[src/rtl/refclk_div_buf_pkg.sv]
// Shared types and encodings for the reference-clock divider buffer.
// Optional feature macro: REFCLK_DIV_BUF_CDC_EN (CEB synchronizer), used in refclk_div_chan.
package refclk_div_pkg;

  typedef enum logic [1:0] {
    IDLE  = 2'b00,
    RUN   = 2'b01,
    DRAIN = 2'b10
  } chan_state_e;

  localparam logic [1:0] MODE_DIV   = 2'b00;
  localparam logic [1:0] MODE_PULSE = 2'b01;
  localparam logic [1:0] MODE_OFF   = 2'b10;

  localparam int DIV_W_DEF = 4;

endpackage

[src/rtl/refclk_div_buf_if.sv]
// Channel bundle of the divider buffer: per-channel enables and ratios in, divided clocks and locks out.
interface refclk_div_buf_if #(
  parameter int N_CH  = 2,
  parameter int DIV_W = 4
);

  logic [N_CH-1:0]       CEB;
  logic [N_CH*DIV_W-1:0] DIV;
  logic [N_CH-1:0]       ODIV;
  logic [N_CH-1:0]       LOCK;

  modport master (output CEB, output DIV, input ODIV, input LOCK);
  modport slave  (input CEB, input DIV, output ODIV, output LOCK);

endinterface

[src/rtl/refclk_div_chan.sv]
// One divider channel: optional CEB synchronizer, IDLE/RUN/DRAIN FSM, period counter, registered outputs.
// Defining REFCLK_DIV_BUF_CDC_EN inserts a 2-flop synchronizer on ceb.
module refclk_div_chan
  import refclk_div_pkg::*;
#(
  parameter int         DIV_W = DIV_W_DEF,
  parameter logic [1:0] MODE  = MODE_DIV
) (
  input  logic             clk,
  input  logic             rst_n,
  input  logic             ceb,
  input  logic [DIV_W-1:0] div,
  output logic             odiv,
  output logic             lock
);

  logic             ceb_s;
  chan_state_e      state_r, state_nxt_s;
  logic [DIV_W-1:0] cnt_r, cnt_nxt_s;
  logic [DIV_W-1:0] div_q_r, div_q_nxt_s;
  logic [DIV_W-1:0] d_s, d_nxt_s;
  logic             boundary_s;
  logic             odiv_r, odiv_nxt_s;
  logic             lock_r, lock_nxt_s;

  // Ratios 0 and 1 cannot form a period, so the counter never runs below 2.
  function automatic logic [DIV_W-1:0] eff_ratio(input logic [DIV_W-1:0] v);
    return (v < DIV_W'(2)) ? DIV_W'(2) : v;
  endfunction

`ifdef REFCLK_DIV_BUF_CDC_EN
  logic [1:0] sync_r;

  // Two-flop synchronizer, resets to the disabled level.
  always_ff @(posedge clk or negedge rst_n) begin
    if (!rst_n) begin
      sync_r <= 2'b11;
    end else begin
      sync_r <= {sync_r[0], ceb};
    end
  end

  assign ceb_s = sync_r[1];
`else
  assign ceb_s = ceb;
`endif

  assign d_s        = eff_ratio(div_q_r);
  assign boundary_s = (state_r != IDLE) && (cnt_r == d_s - DIV_W'(1));

  // Next-state, counter, ratio latch and lock decisions.
  always_comb begin
    state_nxt_s = state_r;
    cnt_nxt_s   = cnt_r;
    div_q_nxt_s = div_q_r;
    lock_nxt_s  = lock_r;
    case (state_r)
      IDLE: begin
        if (!ceb_s && (div != '0)) begin
          state_nxt_s = RUN;
          div_q_nxt_s = div;
          cnt_nxt_s   = '0;
        end else begin
          state_nxt_s = IDLE;
          cnt_nxt_s   = '0;
          lock_nxt_s  = 1'b0;
        end
      end
      RUN, DRAIN: begin
        if (boundary_s) begin
          cnt_nxt_s   = '0;
          div_q_nxt_s = div;
          if ((div == '0) || ((state_r == DRAIN) && ceb_s)) begin
            state_nxt_s = IDLE;
            lock_nxt_s  = 1'b0;
          end else begin
            state_nxt_s = RUN;
            lock_nxt_s  = (div == div_q_r);
          end
        end else begin
          // Mid-period: only the RUN/DRAIN flavour follows the enable, the count is untouched.
          cnt_nxt_s = cnt_r + DIV_W'(1);
          if (ceb_s) begin
            state_nxt_s = DRAIN;
          end else begin
            state_nxt_s = RUN;
          end
        end
      end
      default: begin
        state_nxt_s = IDLE;
        cnt_nxt_s   = '0;
        div_q_nxt_s = '0;
        lock_nxt_s  = 1'b0;
      end
    endcase
  end

  // Output level is decoded from the next state so ODIV lines up with the counter it describes.
  always_comb begin
    d_nxt_s    = eff_ratio(div_q_nxt_s);
    odiv_nxt_s = 1'b0;
    if (state_nxt_s == IDLE) begin
      odiv_nxt_s = 1'b0;
    end else begin
      case (MODE)
        MODE_DIV:   odiv_nxt_s = (cnt_nxt_s < {1'b0, d_nxt_s[DIV_W-1:1]});
        MODE_PULSE: odiv_nxt_s = (cnt_nxt_s == d_nxt_s - DIV_W'(1));
        default:    odiv_nxt_s = 1'b0;
      endcase
    end
  end

  // Channel state and output registers.
  always_ff @(posedge clk or negedge rst_n) begin
    if (!rst_n) begin
      state_r <= IDLE;
      cnt_r   <= '0;
      div_q_r <= '0;
      odiv_r  <= 1'b0;
      lock_r  <= 1'b0;
    end else begin
      state_r <= state_nxt_s;
      cnt_r   <= cnt_nxt_s;
      div_q_r <= div_q_nxt_s;
      odiv_r  <= odiv_nxt_s;
      lock_r  <= lock_nxt_s;
    end
  end

  assign odiv = odiv_r;
  assign lock = lock_r;

endmodule

[src/rtl/refclk_div_buf.sv]
// Multi-channel reference clock divider/pulse generator; N_CH independent refclk_div_chan instances.
// Optional feature macro: REFCLK_DIV_BUF_CDC_EN (per-channel CEB synchronizer).
module refclk_div_buf
  import refclk_div_pkg::*;
#(
  parameter int         N_CH  = 2,
  parameter int         DIV_W = DIV_W_DEF,
  parameter logic [1:0] MODE  = MODE_DIV
) (
  input  logic             CLK,
  input  logic             RSTB,
  refclk_div_buf_if.slave  bus
);

  logic [1:0]      rst_sync_r;
  logic            rst_n_s;
  logic [N_CH-1:0] odiv_s;
  logic [N_CH-1:0] lock_s;

  // Reset asserts asynchronously and releases on the second CLK edge after RSTB rises.
  always_ff @(posedge CLK or negedge RSTB) begin
    if (!RSTB) begin
      rst_sync_r <= 2'b00;
    end else begin
      rst_sync_r <= {rst_sync_r[0], 1'b1};
    end
  end

  assign rst_n_s = rst_sync_r[1];

  for (genvar c = 0; c < N_CH; c++) begin : g_chan
    refclk_div_chan #(
      .DIV_W (DIV_W),
      .MODE  (MODE)
    ) u_chan (
      .clk   (CLK),
      .rst_n (rst_n_s),
      .ceb   (bus.CEB[c]),
      .div   (bus.DIV[c*DIV_W +: DIV_W]),
      .odiv  (odiv_s[c]),
      .lock  (lock_s[c])
    );
  end

  assign bus.ODIV = odiv_s;
  assign bus.LOCK = lock_s;

endmodule

[src/flat_wrapper.sv]
// flat-port wrapper written by rule: the top's interface ports become plain ports
module refclk_div_buf_flat import refclk_div_pkg::*;
#(
  parameter int         N_CH  = 2,
  parameter int         DIV_W = DIV_W_DEF,
  parameter logic [1:0] MODE  = MODE_DIV
)
  (CLK, RSTB, bus_CEB, bus_DIV, bus_ODIV, bus_LOCK);
  refclk_div_buf_if #(.N_CH(N_CH), .DIV_W(DIV_W)) bus_i ();
  input  logic CLK;
  input  logic RSTB;
  input wire logic [$bits(bus_i.CEB)-1:0] bus_CEB;
  input wire logic [$bits(bus_i.DIV)-1:0] bus_DIV;
  output wire logic [$bits(bus_i.ODIV)-1:0] bus_ODIV;
  output wire logic [$bits(bus_i.LOCK)-1:0] bus_LOCK;
  assign bus_i.CEB = bus_CEB;
  assign bus_i.DIV = bus_DIV;
  assign bus_ODIV = bus_i.ODIV;
  assign bus_LOCK = bus_i.LOCK;
  refclk_div_buf #(.N_CH(N_CH), .DIV_W(DIV_W), .MODE(MODE)) u_core (.CLK(CLK), .RSTB(RSTB), .bus(bus_i));
endmodule
[config.mk]
export PLATFORM = sky130hd
export DESIGN_NAME = refclk_div_buf_flat
export DESIGN_NICKNAME = d
export VERILOG_FILES = /design/src/rtl/refclk_div_buf_pkg.sv /design/src/rtl/refclk_div_buf_if.sv /design/src/rtl/refclk_div_chan.sv /design/src/rtl/refclk_div_buf.sv /design/src/flat_wrapper.sv
export SDC_FILE = /design/constraint.sdc
export NUM_CORES = 1
export LEC_CHECK = 0
export ABC_AREA = 1
export BUFFER_PORTS_ARGS = -buffer_cell sky130_fd_sc_hd__buf_2
export CAP_MARGIN = 20
export CORE_MARGIN = 2
export CORE_UTILIZATION = 54
export DETAILED_ROUTE_END_ITERATION = 10
export PLACE_DENSITY = 0.7
export SYNTH_ARGS = -nofsm -noshare
export SYNTH_HDL_FRONTEND = slang
export SYNTH_HIERARCHICAL = 1
export SYNTH_SLANG_ARGS = --single-unit
[constraint.sdc]
create_clock -name CLK -period 1.1 [get_ports CLK]
set_input_delay 0.275 -clock CLK [delete_from_list [all_inputs] [get_ports CLK]]
set_output_delay 0.275 -clock CLK [all_outputs]
set_load 0.01 [all_outputs]
==> results.sh, run 1 <==
export IMPL_status="aborted with a tool error"
export IMPL_lastStage="global routing (5_1_grt)"
export IMPL_first_error="[ERROR DPL-0033] detailed placement checks failed during check placement."
export IMPL_start_util=0.5725
export IMPL_yosysWarnings=6
export IMPL_cts_htree_levels=1
export IMPL_synth_area_um2=1956
export IMPL_crit_endpoint="u_core/g_chan[1].u_chan/odiv$_DFF_PN0_/D"
export IMPL_die_h_um=64.18
export IMPL_fp_dieW_um=64.18
export IMPL_ys_seq_area_frac=0.3327
export IMPL_cts_buffer_depth=2
export IMPL_ys_async_sr_fraction=1.000
export IMPL_syn_avg_cell_area_um2=7.216
export IMPL_clock_sinks=26
export IMPL_numCtsBuffers=3
export IMPL_syn_nets=297
export IMPL_synth_ff_type="dfrtp_1"
export IMPL_hpwl_mm=4.308
export IMPL_cts_root_buf="clkbuf_4"
export IMPL_worst_ep_kind="sequential cell input"
export IMPL_antenna_found_initial=0
export IMPL_place_congestion=0.8728
export IMPL_syn_inst=271
export IMPL_netlist_area_leader_share=0.3327
export IMPL_ys_ff_latch=26
export IMPL_yosys_area_top_type="dfrtp_1"
export IMPL_synth_edff_count=0
export IMPL_placementRows=21
export IMPL_portBuffers=15
export IMPL_synth_area_top_cells="dfrtp_1, nand2_1, ha_1, inv_1, nand3_1"
export IMPL_grt_max_degree=15
export IMPL_synth_distinct_cells=27
export IMPL_boundaryPins=16
[cell usage after synthesis, types with 4 or more instances]
cell type  instances
a21oi_1            8
dfrtp_1           26
ha_1              14
inv_1             40
inv_2             10
nand2_1           72
nand2_2           14
nand3_1           26
nor2_1            20
nor2_2             4
xnor2_1            4
xor2_1             4
[per-stage QoR]
step | setup slack [ns] | area (µm²) | cells | hold WS (ns)
3_3_place_gp | -1.248 | 2816 | 418 | 0.06012
4_1_cts | -1.299 | 3045 | 430 | 0.2186
2_1_floorplan | -1.201 | 2026 | 271 | -0.02059
3_5_place_dp | -1.308 | 2816 | 418 | 0.06153
[cells by family after synthesis]
family,Yosys count,synth area share
fa+ha+maj,14,0.08957
xor+xnor,8,0.03582
flops,26,0.3327
buf+inv,50,0.09597
compound gates,24,0.08061
other cells,1,0.001918
simple gates,148,0.3634
[timing repair]
item	CTS
resized for setup	39
pin swaps	15
hold buffers	1
endpoints found under the setup margin	28
hold endpoints to repair	2
buffers inserted	8
==> inputs of run 2 (changes only) <==
--- a/config.mk
+++ b/config.mk
@@ -9,9 +9,9 @@
 export BUFFER_PORTS_ARGS = -buffer_cell sky130_fd_sc_hd__buf_2
 export CAP_MARGIN = 20
 export CORE_MARGIN = 2
-export CORE_UTILIZATION = 54
+export CORE_UTILIZATION = 39
 export DETAILED_ROUTE_END_ITERATION = 10
-export PLACE_DENSITY = 0.7
+export PLACE_DENSITY_LB_ADDON = 0.15
 export SYNTH_ARGS = -nofsm -noshare
 export SYNTH_HDL_FRONTEND = slang
 export SYNTH_HIERARCHICAL = 1
==> run 2 against run 1 <==
Compared with the run above:
- synthesized cell count did not move
- area after synthesis did not move
- the flow now finishes, with violations (negative setup slack)
==> results.sh, run 2 <==
export IMPL_area_growth_pct=63.34
export IMPL_layout_nets=409
export IMPL_grt_overflow_total=0
export IMPL_layout_top_registers="u_core/g_chan.u_chan/cnt_r x8, u_core/g_chan.u_chan/div_q_r x8, u_core/g_chan.u_chan/state_r x4"
export IMPL_rsz0062_at_grt="yes"
export IMPL_clock_sinks=26
export IMPL_hold_path_class="reg -> async"
export IMPL_antenna_found_initial=0
export IMPL_grt_pass1_vias=1943
export IMPL_leakagePower_nw=1.643
export IMPL_syn_nets=297
export IMPL_post_route_util=0.6675
export IMPL_period_share=2.158
export IMPL_yosysMostFrequentCell="nand2_1"
export IMPL_cts_reportedPaths_clkPinSlew_ns=0.09
export IMPL_drive_above_1_share=0.5381
export IMPL_p_total_mw=9.680
export IMPL_setup_slack_ns=-1.274
export IMPL_track_usage=0.1979
export IMPL_power_frac_comb=0.787
export IMPL_vias_per_cell=4.580
export IMPL_ys_async_sr_fraction=1.000
export IMPL_top_layer_used="met4"
export IMPL_met1_length_mm=2.486
export IMPL_hpwl_mm=3.913
export IMPL_ys_ff_latch=26
export IMPL_drt_first_pass_iters=4
export IMPL_worstPathMaxFanout=4
export IMPL_wl_mm=4.986
export IMPL_worstSetupPathType="reg -> reg"
export IMPL_clockPowerShare=0.057
export IMPL_cts_root_buf="clkbuf_8"
export IMPL_yosys_area_top_type="dfrtp_1"
export IMPL_period_minus_slack_ns=2.374
export IMPL_peakVddDrop_v=0.001591
export IMPL_synth_edff_count=0
export IMPL_crit_path_start_kind="flip-flop"
export IMPL_synth_ff_type="dfrtp_1"
export IMPL_synth_commonest_cells="nand2_1, inv_1, dfrtp_1, nand3_1, nor2_1"
export IMPL_synth_area_top_cells="dfrtp_1, nand2_1, ha_1, inv_1, nand3_1"
export IMPL_holdWs_ns=0.1834
export IMPL_grt_max_degree=14
export IMPL_crit_required_ns=1.31
export IMPL_failed_checks="negative setup slack"
export IMPL_start_util=0.4086
export IMPL_p_sw_frac=0.4554
export IMPL_p_int_mw=5.272
export IMPL_layout_common_cells="buf_4, nand2_1, inv_1, nand2_2, dfrtp_1"
export IMPL_p_switching_mw=4.408
export IMPL_fp_dieW_um=74.81
export IMPL_place_congestion=0.8378
export IMPL_finalClockSkew_ns=0.001928
export IMPL_grt_pass1_wl_mm=8.466
export IMPL_core_um2=4786
export IMPL_placementRows=25
export IMPL_clock_latency_ns=0.27
export IMPL_drc=0
export IMPL_numCtsBuffers=3
export IMPL_die_h_um=74.81
export IMPL_cts_htree_levels=1
export IMPL_finalHoldViolations=0
export IMPL_cp_data_arrival_time_ns=2.58
export IMPL_rrSetupSlack_ns=-1.27
export IMPL_finalSetupViolCount=24
export IMPL_final_common_cell="buf_4"
export IMPL_status="complete, but fails checks"
export IMPL_yosysWarnings=6
export IMPL_portBuffers=15
export IMPL_cts_buffer_depth=2
export IMPL_n_antenna_cell=0
export IMPL_cts_tree="built"
export IMPL_drt_initial_drc_count=157
export IMPL_drtAntennaViolNets=0
export IMPL_ys_seq_area_frac=0.3327
export IMPL_dieArea_um2=5597
export IMPL_seqPwrFrac=0.155
export IMPL_p_per_area_nw_per_um2=3030
export IMPL_wl_met2_mm=2.274
export IMPL_netlist_area_leader_share=0.3327
export IMPL_cap_violations=0
export IMPL_worstSetupEndpointType="flip-flop"
export IMPL_drv_slew=0
export IMPL_boundaryPins=16
export IMPL_vias=2052
export IMPL_synth_area_um2=1956
export IMPL_avgRoutedWirePerCell_um=11.13
export IMPL_synth_distinct_cells=27
export IMPL_fmax_mhz=421.2
export IMPL_dr_wl_met3_um=160
export IMPL_syn_avg_cell_area_um2=7.216
export IMPL_syn_inst=271
## run 2: metrics by stage
step	TNS, ns	setup WS, ns	std cells	instance area [µm²]
finish	-20.82	-1.274	448	3194
global route	-24.10	-1.433	448	3194
CTS	-20.28	-1.258	448	3029
detailed placement	-20.46	-1.277	436	2808
global placement	-19.35	-1.223	436	2808
floorplan	-16.86	-1.201	271	2026
## run 2: logic make-up after synthesis
| group | synth area share |
|---|---|
| AND/OR/NAND/NOR | 0.3634 |
| XOR/XNOR | 0.03582 |
| other | 0.001918 |
| buffers and inverters | 0.09597 |
| AO/OA/AOI/OAI | 0.08061 |
| adder cells (fa/ha/maj) | 0.08957 |
| flip-flops | 0.3327 |
## run 2: area by class of cell
type	count	area [µm²]
fill	408	1592
multi-input combinational	195	1393
timing repair buffer	107	838.3
sequential	26	650.6
inverter	50	187.7
tap	67	83.83
clock buffer	3	41.29
## run 2: layer usage
layer  up-vias  track usage
met4         0      0.04762
li1       1073            -
met5         -            0
met2        37       0.3029
met1       932       0.2995
met3        10      0.02276
## run 2: final timing paths
kind                                               startpoint                          endpoint  cells after the start
hold / removal                           u_core/rst_sync_r[1]  u_core/g_chan[1].u_chan/cnt_r[0]                      1
setup / recovery           u_core/g_chan[0].u_chan/div_q_r[2]      u_core/g_chan[0].u_chan/odiv                     18
min in group CLK                         u_core/rst_sync_r[0]              u_core/rst_sync_r[1]                      0
hold reg to reg                          u_core/rst_sync_r[1]  u_core/g_chan[1].u_chan/cnt_r[0]                      1
max in group asynchronous                u_core/rst_sync_r[1]      u_core/g_chan[1].u_chan/lock                      1
setup reg to reg           u_core/g_chan[0].u_chan/div_q_r[2]      u_core/g_chan[0].u_chan/odiv                     18
## run 2: power by group through the flow
stage                     Combinational, mW  Sequential [mW]  Clock (mW)
after floorplan                        3.35             1.62           0
after global placement                 5.85             1.50           0
after detailed placement               5.96             1.50           0
after CTS                              6.83             1.49       0.569
after global routing                   8.37             1.55       0.609
final                                  7.62             1.50       0.556
## run 2: repair_timing
| action | in CTS | in global routing |
|---|---|---|
| hold buffers | 1 | 0 |
| endpoints found under the hold margin | 2 | 0 |
| gates resized for setup | 31 | 47 |
| endpoints found under the setup margin | 24 | 26 |
| pin swaps | 16 | 33 |
| buffers inserted | 9 | 3 |
## run 2: worst max-delay path, stage by stage, from the launching register on
cell and delay (ns):
dfrtp_1 0.39, nor2_2 0.14, nand2_2 0.09, nand2_4 0.07
ha_4 0.20, nand2_2 0.06, nand2_2 0.06, nor2_4 0.11
inv_2 0.05, nor2_4 0.10, nand3_4 0.11, nand2_2 0.10
nand3_2 0.06, nand2_2 0.08, nand2_2 0.07, ha_2 0.16
or2_0 0.20, o21bai_1 0.16, a21oi_2 0.10
(Power assumes the default switching activity.)
==> inputs of run 3 (changes only) <==
--- a/config.mk
+++ b/config.mk
@@ -11,7 +11,9 @@
 export CORE_MARGIN = 2
 export CORE_UTILIZATION = 39
 export DETAILED_ROUTE_END_ITERATION = 10
+export HOLD_SLACK_MARGIN = 0.08
 export PLACE_DENSITY_LB_ADDON = 0.15
+export RECOVER_POWER = 25
 export SYNTH_ARGS = -nofsm -noshare
 export SYNTH_HDL_FRONTEND = slang
 export SYNTH_HIERARCHICAL = 1
==> run 3 against run 2 <==
Compared with the run above:
- the flow still finishes with violations (negative setup slack)
- non-clock buffer count unchanged
- critical path depth stayed put
- fmax hardly changed
- clock power is essentially flat
- largest cell class unchanged
- largest power group unchanged
==> results.sh, run 3 (synthesized netlist as in run 2, its figures left out) <==
export IMPL_drtAntennaViolNets=0
export IMPL_seqPwrFrac=0.155
export IMPL_fin_area_um2=3191
export IMPL_drc=0
export IMPL_grt_max_degree=14
export IMPL_dpl_instance_area_um2=2808
export IMPL_fillers=410
export IMPL_finalClockSkew_ns=0.001420
export IMPL_boundaryPins=16
export IMPL_cts_buffer_depth=2
export IMPL_dieArea_um2=5597
export IMPL_p_per_area_nw_per_um2=3032
export IMPL_core_um2=4786
export IMPL_vias_per_cell=4.589
export IMPL_finalHoldViolations=0
export IMPL_track_usage=0.1979
export IMPL_crit_path_start_kind="flip-flop"
export IMPL_portBuffers=15
export IMPL_drive_above_1_share=0.5354
export IMPL_numCtsBuffers=3
export IMPL_p_switching_mw=4.404
export IMPL_seqCellArea_um2=650.6
export IMPL_grt_pass1_vias=1943
export IMPL_n_antenna_cell=0
export IMPL_cp_data_arrival_time_ns=2.58
export IMPL_r2r_start="u_core/g_chan[0].u_chan/div_q_r[2]"
export IMPL_p_sw_frac=0.4552
export IMPL_p_int_mw=5.271
export IMPL_cts_tree="built"
export IMPL_cp_cell_sequence="nor2_2 > nand2_2 > nand2_4 > ha_4 > nand2_2 > nand2_2 > nor2_4 > inv_2 > nor2_4 > nand3_4 > nand2_2 > nand3_2 > nand2_2 > nand2_2 > ha_2 > or2_0 > o21bai_1 > a21oi_2"
export IMPL_drv_slew=0
export IMPL_reg2reg_depth=18
export IMPL_antenna_found_initial=0
export IMPL_fmax_mhz=421.5
export IMPL_maxSlewHeadroom=0.6296
export IMPL_drt_first_pass_iters=4
export IMPL_clock_latency_ns=0.27
export IMPL_cap_violations=0
export IMPL_critPathMaxStageDelay_ns=0.39
export IMPL_drt_initial_drc_count=168
export IMPL_fp_dieW_um=74.81
export IMPL_layout_common_cells="buf_4, nand2_1, inv_1, nand2_2, dfrtp_1"
export IMPL_layout_top_registers="u_core/g_chan.u_chan/cnt_r x8, u_core/g_chan.u_chan/div_q_r x8, u_core/g_chan.u_chan/state_r x4"
export IMPL_area_growth_pct=63.15
export IMPL_die_h_um=74.81
export IMPL_period_share=2.157
export IMPL_status="complete, but fails checks"
export IMPL_avgRoutedWirePerCell_um=11.10
export IMPL_grt_pass1_wl_mm=8.466
export IMPL_hold_path_class="reg -> async"
export IMPL_cts_reportedPaths_clkPinSlew_ns=0.09
export IMPL_layout_nets=409
export IMPL_rsz0062_at_grt="yes"
export IMPL_leakagePower_nw=1.639
export IMPL_placementRows=25
export IMPL_clockPowerShare=0.057
export IMPL_worstPathMaxFanout=4
export IMPL_crit_required_ns=1.31
export IMPL_worstSetupEndpointType="flip-flop"
export IMPL_multi_input_area_um2=1393
export IMPL_power_frac_comb=0.787
export IMPL_grt_overflow_total=0
export IMPL_setup_slack_ns=-1.273
export IMPL_cts_root_buf="clkbuf_8"
export IMPL_wl_mm=4.974
export IMPL_start_util=0.4086
export IMPL_place_congestion=0.8378
export IMPL_failed_checks="negative setup slack"
export IMPL_tightest_slew_ns=0.5555
export IMPL_crit_path_frequent_cell="nand2_2"
export IMPL_hpwl_mm=3.913
export IMPL_cts_htree_levels=1
export IMPL_vias=2056
export IMPL_worstSetupPathType="reg -> reg"
export IMPL_worstReg2RegEnd="u_core/g_chan[0].u_chan/odiv"
export IMPL_period_minus_slack_ns=2.373
export IMPL_placed_cells=436
export IMPL_clock_sinks=26
export IMPL_peakVddDrop_v=0.001582
export IMPL_rrSetupSlack_ns=-1.27
export IMPL_final_common_cell="buf_4"
export IMPL_finalSetupViolCount=24
export IMPL_fin_cells=448
export IMPL_critPathSlowestCell="dfrtp_1"
run 3: cell count changes in the layout (fill, tap and decap cells not counted):
cell,change
clkbuf_1,+1
buf_4,-1
run 3: cell type report:
class,count,share of cell area
clock buffers,3,0.01294
well taps,67,0.02627
multi-input cells,195,0.4365
repair buffers,107,0.2616
flip-flops and latches,26,0.2039
inverters,50,0.05882
run 3: repair_timing:
item | in CTS | in global routing
pin swaps | 16 | 33
gates resized for setup | 31 | 47
endpoints found under the setup margin | 24 | 26
endpoints found under the hold margin | 2 | 0
buffers inserted | 9 | 3
hold buffers | 1 | 0
run 3: worst max-delay path by stage:
stage	startpoint	slack, ns	end	cells past startpoint
global route	u_core/g_chan[0].u_chan/div_q_r[2]	-1.43	u_core/g_chan[0].u_chan/odiv	18
detailed placement	u_core/g_chan[0].u_chan/div_q_r[2]	-1.28	u_core/g_chan[0].u_chan/odiv	18
finish	u_core/g_chan[0].u_chan/div_q_r[2]	-1.27	u_core/g_chan[0].u_chan/odiv	18
floorplan	u_core/g_chan[0].u_chan/div_q_r[2]	-1.20	u_core/g_chan[0].u_chan/odiv	18
global placement	u_core/g_chan[1].u_chan/div_q_r[1]	-1.22	u_core/g_chan[1].u_chan/odiv	16
CTS	u_core/g_chan[0].u_chan/div_q_r[3]	-1.26	u_core/g_chan[0].u_chan/odiv	18
run 3: routing by layer:
layer | wire, µm | part of all wire | vias to the layer above | global-route usage
met5 | 0 | 0 | - | 0
met4 | 72 | 0.014 | 0 | 0.04762
met3 | 179 | 0.036 | 11 | 0.02276
met2 | 2264 | 0.46 | 42 | 0.3029
met1 | 2457 | 0.49 | 931 | 0.2995
li1 | - | - | 1072 | -
run 3: stage by stage:
step                        util  hold WS, ns  setup slack, ns  setup TNS, ns  power (mW)
after CTS                 0.6329       0.1962           -1.258         -20.28       8.890
after global placement    0.5867      0.06055           -1.223         -19.35       7.358
final                     0.6667       0.2077           -1.273         -20.83       9.674
after global routing      0.6667       0.2606           -1.433         -24.10       10.52
after floorplan                -     -0.02059           -1.201         -16.86       4.974
after detailed placement  0.5867      0.06164           -1.277         -20.46       7.464
run 3: worst max-delay path: cells and delay by family, from the launching register on:
kind | cells | cell delay, ns
AOI/OAI and AO/OA | 2 | 0.26
adders and majority gates | 2 | 0.36
buffers and inverters | 1 | 0.05
DFF | 1 | 0.39
and+or+nand+nor | 13 | 1.25
run 3: power by group through the flow:
stage | clock network, mW | logic [mW] | registers [mW]
floorplan | 0 | 3.35 | 1.62
global placement | 0 | 5.85 | 1.50
detailed placement | 0 | 5.96 | 1.50
CTS | 0.569 | 6.83 | 1.49
global route | 0.609 | 8.37 | 1.55
finish | 0.555 | 7.62 | 1.50
